### config.mk
export PLATFORM = sky130hd
export DESIGN_NAME = ref_force_acc_bank
export DESIGN_NICKNAME = d
export VERILOG_FILES = /design/src/rtl/ref_force_acc_bank.sv
export SDC_FILE = /design/constraint.sdc
export NUM_CORES = 2
export LEC_CHECK = 0
export BUFFER_PORTS_ARGS = -buffer_cell sky130_fd_sc_hd__buf_2
export CORE_MARGIN = 4
export CORE_UTILIZATION = 57
export DETAILED_ROUTE_END_ITERATION = 12
export PLACE_DENSITY = 0.77
export SETUP_SLACK_MARGIN = 0.15
export SYNTH_ARGS = -nofsm -noshare
export SYNTH_HDL_FRONTEND = slang
export SYNTH_SLANG_ARGS = --single-unit
### constraint.sdc
create_clock -name clk -period 7.8 [get_ports clk]
set_input_delay 1.56 -clock clk [delete_from_list [all_inputs] [get_ports clk]]
set_output_delay 1.56 -clock clk [all_outputs]
set_load 0.05 [all_outputs]
### src/rtl/ref_force_acc_bank.sv
// Per-channel reference-particle force accumulators: sums partial forces by reference ID,
// evicts a finished sum on ID change, drains all channels on flush through a small output FIFO.
module ref_force_acc_bank #(
    parameter int  NUM_CH     = 7,
    parameter int  DATA_WIDTH = 32,
    parameter int  ACC_WIDTH  = 40,
    parameter int  ID_WIDTH   = 16,
    parameter int  FIFO_DEPTH = 4,
    localparam int CH_W       = (NUM_CH > 1) ? $clog2(NUM_CH) : 1
) (
    input  logic                    clk,
    input  logic                    rst,
    input  logic                    in_valid,
    output logic                    in_ready,
    input  logic [CH_W-1:0]         in_ch,
    input  logic [ID_WIDTH-1:0]     in_ref_id,
    input  logic [3*DATA_WIDTH-1:0] in_force,
    input  logic                    flush,
    output logic                    flush_done,
    output logic                    out_valid,
    input  logic                    out_ready,
    output logic [CH_W-1:0]         out_ch,
    output logic [ID_WIDTH-1:0]     out_ref_id,
    output logic [3*DATA_WIDTH-1:0] out_force
);
    localparam int PTR_W = $clog2(FIFO_DEPTH);
    localparam int CNT_W = PTR_W + 1;
    localparam logic signed [ACC_WIDTH-1:0] SAT_MAX =
        {{(ACC_WIDTH-DATA_WIDTH+1){1'b0}}, {(DATA_WIDTH-1){1'b1}}};
    localparam logic signed [ACC_WIDTH-1:0] SAT_MIN =
        {{(ACC_WIDTH-DATA_WIDTH+1){1'b1}}, {(DATA_WIDTH-1){1'b0}}};

    typedef enum logic [1:0] {S_IDLE, S_FLUSH, S_DONE} state_t;

    function automatic logic signed [ACC_WIDTH-1:0] sext(input logic signed [DATA_WIDTH-1:0] d);
        return ACC_WIDTH'(d);
    endfunction

    function automatic logic [DATA_WIDTH-1:0] sat(input logic signed [ACC_WIDTH-1:0] a);
        if (a > SAT_MAX) return SAT_MAX[DATA_WIDTH-1:0];
        if (a < SAT_MIN) return SAT_MIN[DATA_WIDTH-1:0];
        return a[DATA_WIDTH-1:0];
    endfunction

    state_t                      r_state, w_state_nxt;
    logic [CH_W-1:0]             r_ptr, w_ptr_nxt;
    logic                        r_occ [NUM_CH];
    logic [ID_WIDTH-1:0]         r_id  [NUM_CH];
    logic signed [ACC_WIDTH-1:0] r_acc [NUM_CH][3];

    logic [CH_W-1:0]             r_f_ch    [FIFO_DEPTH];
    logic [ID_WIDTH-1:0]         r_f_id    [FIFO_DEPTH];
    logic [3*DATA_WIDTH-1:0]     r_f_force [FIFO_DEPTH];
    logic [PTR_W-1:0]            r_wr_ptr, r_rd_ptr;
    logic [CNT_W-1:0]            r_count;

    logic                        w_full, w_load, w_hit, w_evict;
    logic                        w_scan_occ, w_scan_push, w_scan_adv, w_push, w_pop;
    logic [CH_W-1:0]             w_src_ch;
    logic [3*DATA_WIDTH-1:0]     w_push_force;

    // A free FIFO slot is demanded even for samples that will not evict.
    assign w_full      = (r_count == CNT_W'(FIFO_DEPTH));
    assign in_ready    = rst && (r_state == S_IDLE) && !w_full;
    assign w_load      = in_valid && in_ready && (int'(in_ch) < NUM_CH);
    assign w_hit       = r_occ[in_ch] && (r_id[in_ch] == in_ref_id);
    assign w_evict     = w_load && r_occ[in_ch] && !w_hit;
    assign w_scan_occ  = r_occ[r_ptr];
    assign w_scan_push = (r_state == S_FLUSH) && w_scan_occ && !w_full;
    assign w_scan_adv  = (r_state == S_FLUSH) && (!w_scan_occ || !w_full);
    assign w_push      = w_evict || w_scan_push;
    assign w_pop       = out_valid && out_ready;
    assign w_src_ch    = (r_state == S_FLUSH) ? r_ptr : in_ch;

    always_comb begin
        w_push_force = '0;
        for (int k = 0; k < 3; k++)
            w_push_force[k*DATA_WIDTH +: DATA_WIDTH] = sat(r_acc[w_src_ch][k]);
    end

    always_ff @(posedge clk or negedge rst) begin
        if (!rst) begin
            r_state <= S_IDLE;
            r_ptr   <= '0;
        end else begin
            r_state <= w_state_nxt;
            r_ptr   <= w_ptr_nxt;
        end
    end

    always_comb begin
        w_state_nxt = r_state;
        w_ptr_nxt   = r_ptr;
        case (r_state)
            S_IDLE: begin
                if (flush) begin
                    w_state_nxt = S_FLUSH;
                    w_ptr_nxt   = '0;
                end
            end
            S_FLUSH: begin
                if (w_scan_adv) begin
                    if (r_ptr == CH_W'(NUM_CH - 1)) w_state_nxt = S_DONE;
                    else                            w_ptr_nxt   = r_ptr + CH_W'(1);
                end
            end
            S_DONE:  w_state_nxt = S_IDLE;
            default: w_state_nxt = S_IDLE;
        endcase
    end

    // Loads happen only in IDLE and scan clears only in FLUSH, so they never collide.
    always_ff @(posedge clk or negedge rst) begin
        if (!rst) begin
            for (int c = 0; c < NUM_CH; c++) begin
                r_occ[c] <= 1'b0;
                r_id[c]  <= '0;
                for (int k = 0; k < 3; k++) r_acc[c][k] <= '0;
            end
        end else begin
            if (w_load) begin
                r_occ[in_ch] <= 1'b1;
                r_id[in_ch]  <= in_ref_id;
                for (int k = 0; k < 3; k++)
                    r_acc[in_ch][k] <= w_hit
                        ? r_acc[in_ch][k] + sext(in_force[k*DATA_WIDTH +: DATA_WIDTH])
                        : sext(in_force[k*DATA_WIDTH +: DATA_WIDTH]);
            end
            if (w_scan_push) r_occ[r_ptr] <= 1'b0;
        end
    end

    always_ff @(posedge clk) begin
        if (w_push) begin
            r_f_ch[r_wr_ptr]    <= w_src_ch;
            r_f_id[r_wr_ptr]    <= r_id[w_src_ch];
            r_f_force[r_wr_ptr] <= w_push_force;
        end
    end

    always_ff @(posedge clk or negedge rst) begin
        if (!rst) begin
            r_wr_ptr <= '0;
            r_rd_ptr <= '0;
            r_count  <= '0;
        end else begin
            if (w_push) r_wr_ptr <= r_wr_ptr + PTR_W'(1);
            if (w_pop)  r_rd_ptr <= r_rd_ptr + PTR_W'(1);
            case ({w_push, w_pop})
                2'b10:   r_count <= r_count + CNT_W'(1);
                2'b01:   r_count <= r_count - CNT_W'(1);
                default: r_count <= r_count;
            endcase
        end
    end

    // Storage is not reset, so the head is masked while the FIFO is empty.
    assign out_valid  = (r_count != '0);
    assign out_ch     = out_valid ? r_f_ch[r_rd_ptr]    : '0;
    assign out_ref_id = out_valid ? r_f_id[r_rd_ptr]    : '0;
    assign out_force  = out_valid ? r_f_force[r_rd_ptr] : '0;
    assign flush_done = (r_state == S_DONE);

endmodule

==> impl_metrics.toml <==
[global_route]
overflow = 0
grt_max_degree = 166
grt_pass1_vias = 60732
track_usage = 0.337
antenna_found_initial = 22
grt_pass1_wl_um = 360000

[yosys]
syn_area_per_cell_um2 = 9.84
syn-num-nets = 7930
yosysSeqAreaShare = 0.504
synth-edff-count = 460
synth_most_common_cell = "nand2_1"
synth-main-ff-cell = "dfrtp_1"
ys_types = 95
async_reset_ff_frac = 0.679
synthCells = 7682
yosysTopAreaCell = "dfrtp_1"
ys_top_cells_by_count = "nand2_1 (1731), dfrtp_1 (971), a21oi_1 (715), o21ai_1 (512), nor2_1 (502)"
synth_warnings = 0
syn-cell-area_um2 = 75600
synth_top_area_frac = 0.321
synth_area_leaders = "dfrtp_1 (32%), edfxtp_1 (18%), nand2_1 (8.6%), mux4_2 (7.6%), a21oi_1 (4.7%)"
ys_ff_latch = 1431

[die]
fp.dieW_um = 372
die_y_um = 372
num_rows = 133
die-area_um2 = 139000
io_pins = 238
start_util = 0.574
core-area_um2 = 132000

[timing]
setup_tns_ps = 0
period_share = 0.806
slew_violations = 0
hold_viol = 0
period_needed_ps = 6290
slew_headroom = 0.131
hold-worst-slack_ps = 490
worstMarginPinSlew_ps = 1290
setup_viol = 0
fin_worst_skew_ps = 27.8
fmax_ghz = 0.159
rsz0062_at_grt = "false"

[cts]
cts_root_buf = "clkbuf_16"
cts_hold_buffers = 0
cts_tree = "built"
clock_latency_ps = 800
cts.sinks = 1431
cts_made_buffers = 149
h-tree-depth = 4
post_cts_buffers = 0
clk_pin_slew_ps = 60
clk_path_buf_depth = 3
post_cts_resized = 0

[worst_setup_path]
critPathArrivalTime_ps = 6960
crit_type = "in -> reg"
reg2reg_slack_ps = 2230
worstPathRequired_ps = 8480
ff2ff_path_depth = 11
worst_setup_path_end_kind = "flop"
regToRegEndpoint = "r_f_force[0][61]"
endpoint = "r_acc[556]"
r2r_start = "r_state[0]"
crit_fanout = 44
startpoint = "in_ch[0]"
critPathLaunchType = "input port"

[final_layout]
multi_input_area_um2 = 35100
stdcell_count = 9523
design_area_um2 = 83300
post-route-util = 0.633
seq_area_um2 = 38100
fillers = 10346
layout-drive-gt1-share = 0.142
syn_to_final_growth_pct = 10.2
finalNetCount = 7882

[power_and_ir_drop]
peakVddDrop_uv = 385
p_per_area_nw_per_um2 = 412
leakage_uw = 0.0348

[route]
drt_wl_total_um = 234000
wire_per_inst_um = 24.6
initialDrtViolationCount = 7961
vias = 62107
vias_per_cell = 6.52
drtPass1Iterations = 8
drtAntennaViolNets = 0
post-route-drc-count = 0

[run_status]
status = "complete, no violations"

[placed_design]
portBuffers = 237
place_congestion = 0.952
dpl_cell_area_um2 = 78300
dp_hpwl_um = 144000
dp_cells = 9238

[min_path]
hp-class = "reg -> reg"

[job]
cap_violations = 0
registers in the layout, indices dropped and copies added (netlist names):
register   flops
r_count        3
r_state        2
r_acc        840
r_f_id        64
r_wr_ptr       2
r_ptr          3
r_f_force    384
r_occ          7
r_id         112
r_rd_ptr       2
r_f_ch        12
worst min-delay path by stage:
stage                             to  depth (start not counted)  startpoint
after detailed placement  r_count[2]                          1  r_count[2]
after CTS                 r_count[2]                          1  r_count[2]
final                     r_count[2]                          1  r_count[2]
after global placement      r_id[22]                          2    r_id[22]
after floorplan           r_count[2]                          1  r_count[2]
after global routing      r_count[2]                          1  r_count[2]
critical path: stages:
cell	delay [ps]
buf_8	380
buf_4	640
and2_1	850
a21oi_1	160
nor2_1	120
a221o_1	130
ha_1	240
nand4_1	140
or2_2	310
a211oi_1	530
o21bai_1	230
and3_1	280
o21bai_1	370
nand2_1	120
a31oi_2	490
mux2i_1	260
nand2_1	80
area by class of cell:
cell class / count / area share
antenna: 13 / 0.000391
clock buffer: 218 / 0.0522
clock inverter: 54 / 0.00684
inverter: 57 / 0.00281
multi-input combinational: 5603 / 0.422
sequential: 1431 / 0.458
tap: 1755 / 0.0264
timing repair buffer: 392 / 0.0318
per-stage QoR:
step                      total power, uW  worst slack (ps)
after global placement              26500              1020
after CTS                           34200              1730
after floorplan                     22500              29.2
final                               34300              1510
after global routing                36100              1240
after detailed placement            27000               894
placed cells by master, fill, tap and decap left out, types with 21 or more instances in the layout:
cell,count
a211oi_1,32
a21o_1,78
a21oi_1,715
a21oi_2,51
a221o_1,40
a22oi_1,121
a31oi_1,43
and2_1,127
and3_1,29
buf_12,21
buf_2,233
buf_4,134
clkbuf_1,40
clkbuf_16,155
clkbuf_8,24
dfrtp_1,969
edfxtp_1,460
ha_1,124
inv_1,53
mux2_2,83
mux2i_1,184
mux4_2,255
nand2_1,1723
nand3_1,83
nand4_1,23
nor2_1,496
nor3_1,35
o21ai_0,431
o21ai_1,512
xnor2_1,73
xor2_1,40
cell families after synthesis:
logic type,synth area share
adder cells (fa/ha/maj),0.0216
flip-flops,0.504
AND/OR/NAND/NOR,0.142
buffers and inverters,0.0342
XOR/XNOR,0.0131
AO/OA/AOI/OAI,0.172
multiplexers,0.113
where the power goes:
part | internal [uW] | switching (uW) | leakage (uW)
Clock | 4140 | 3030 | 0.00239
Combinational | 4920 | 9730 | 0.0153
Sequential | 10900 | 1580 | 0.0171
Total | 20000 | 14300 | 0.0348
routing by layer:
layer,track usage,routed length [um],vias to the layer above
met5,0,46,-
met2,0.520,106000,3696
li1,-,-,27246
met1,0.446,89000,30346
met3,0.0819,25900,811
met4,0.173,13100,8
No activity file was read; power rests on OpenSTA's default activity.
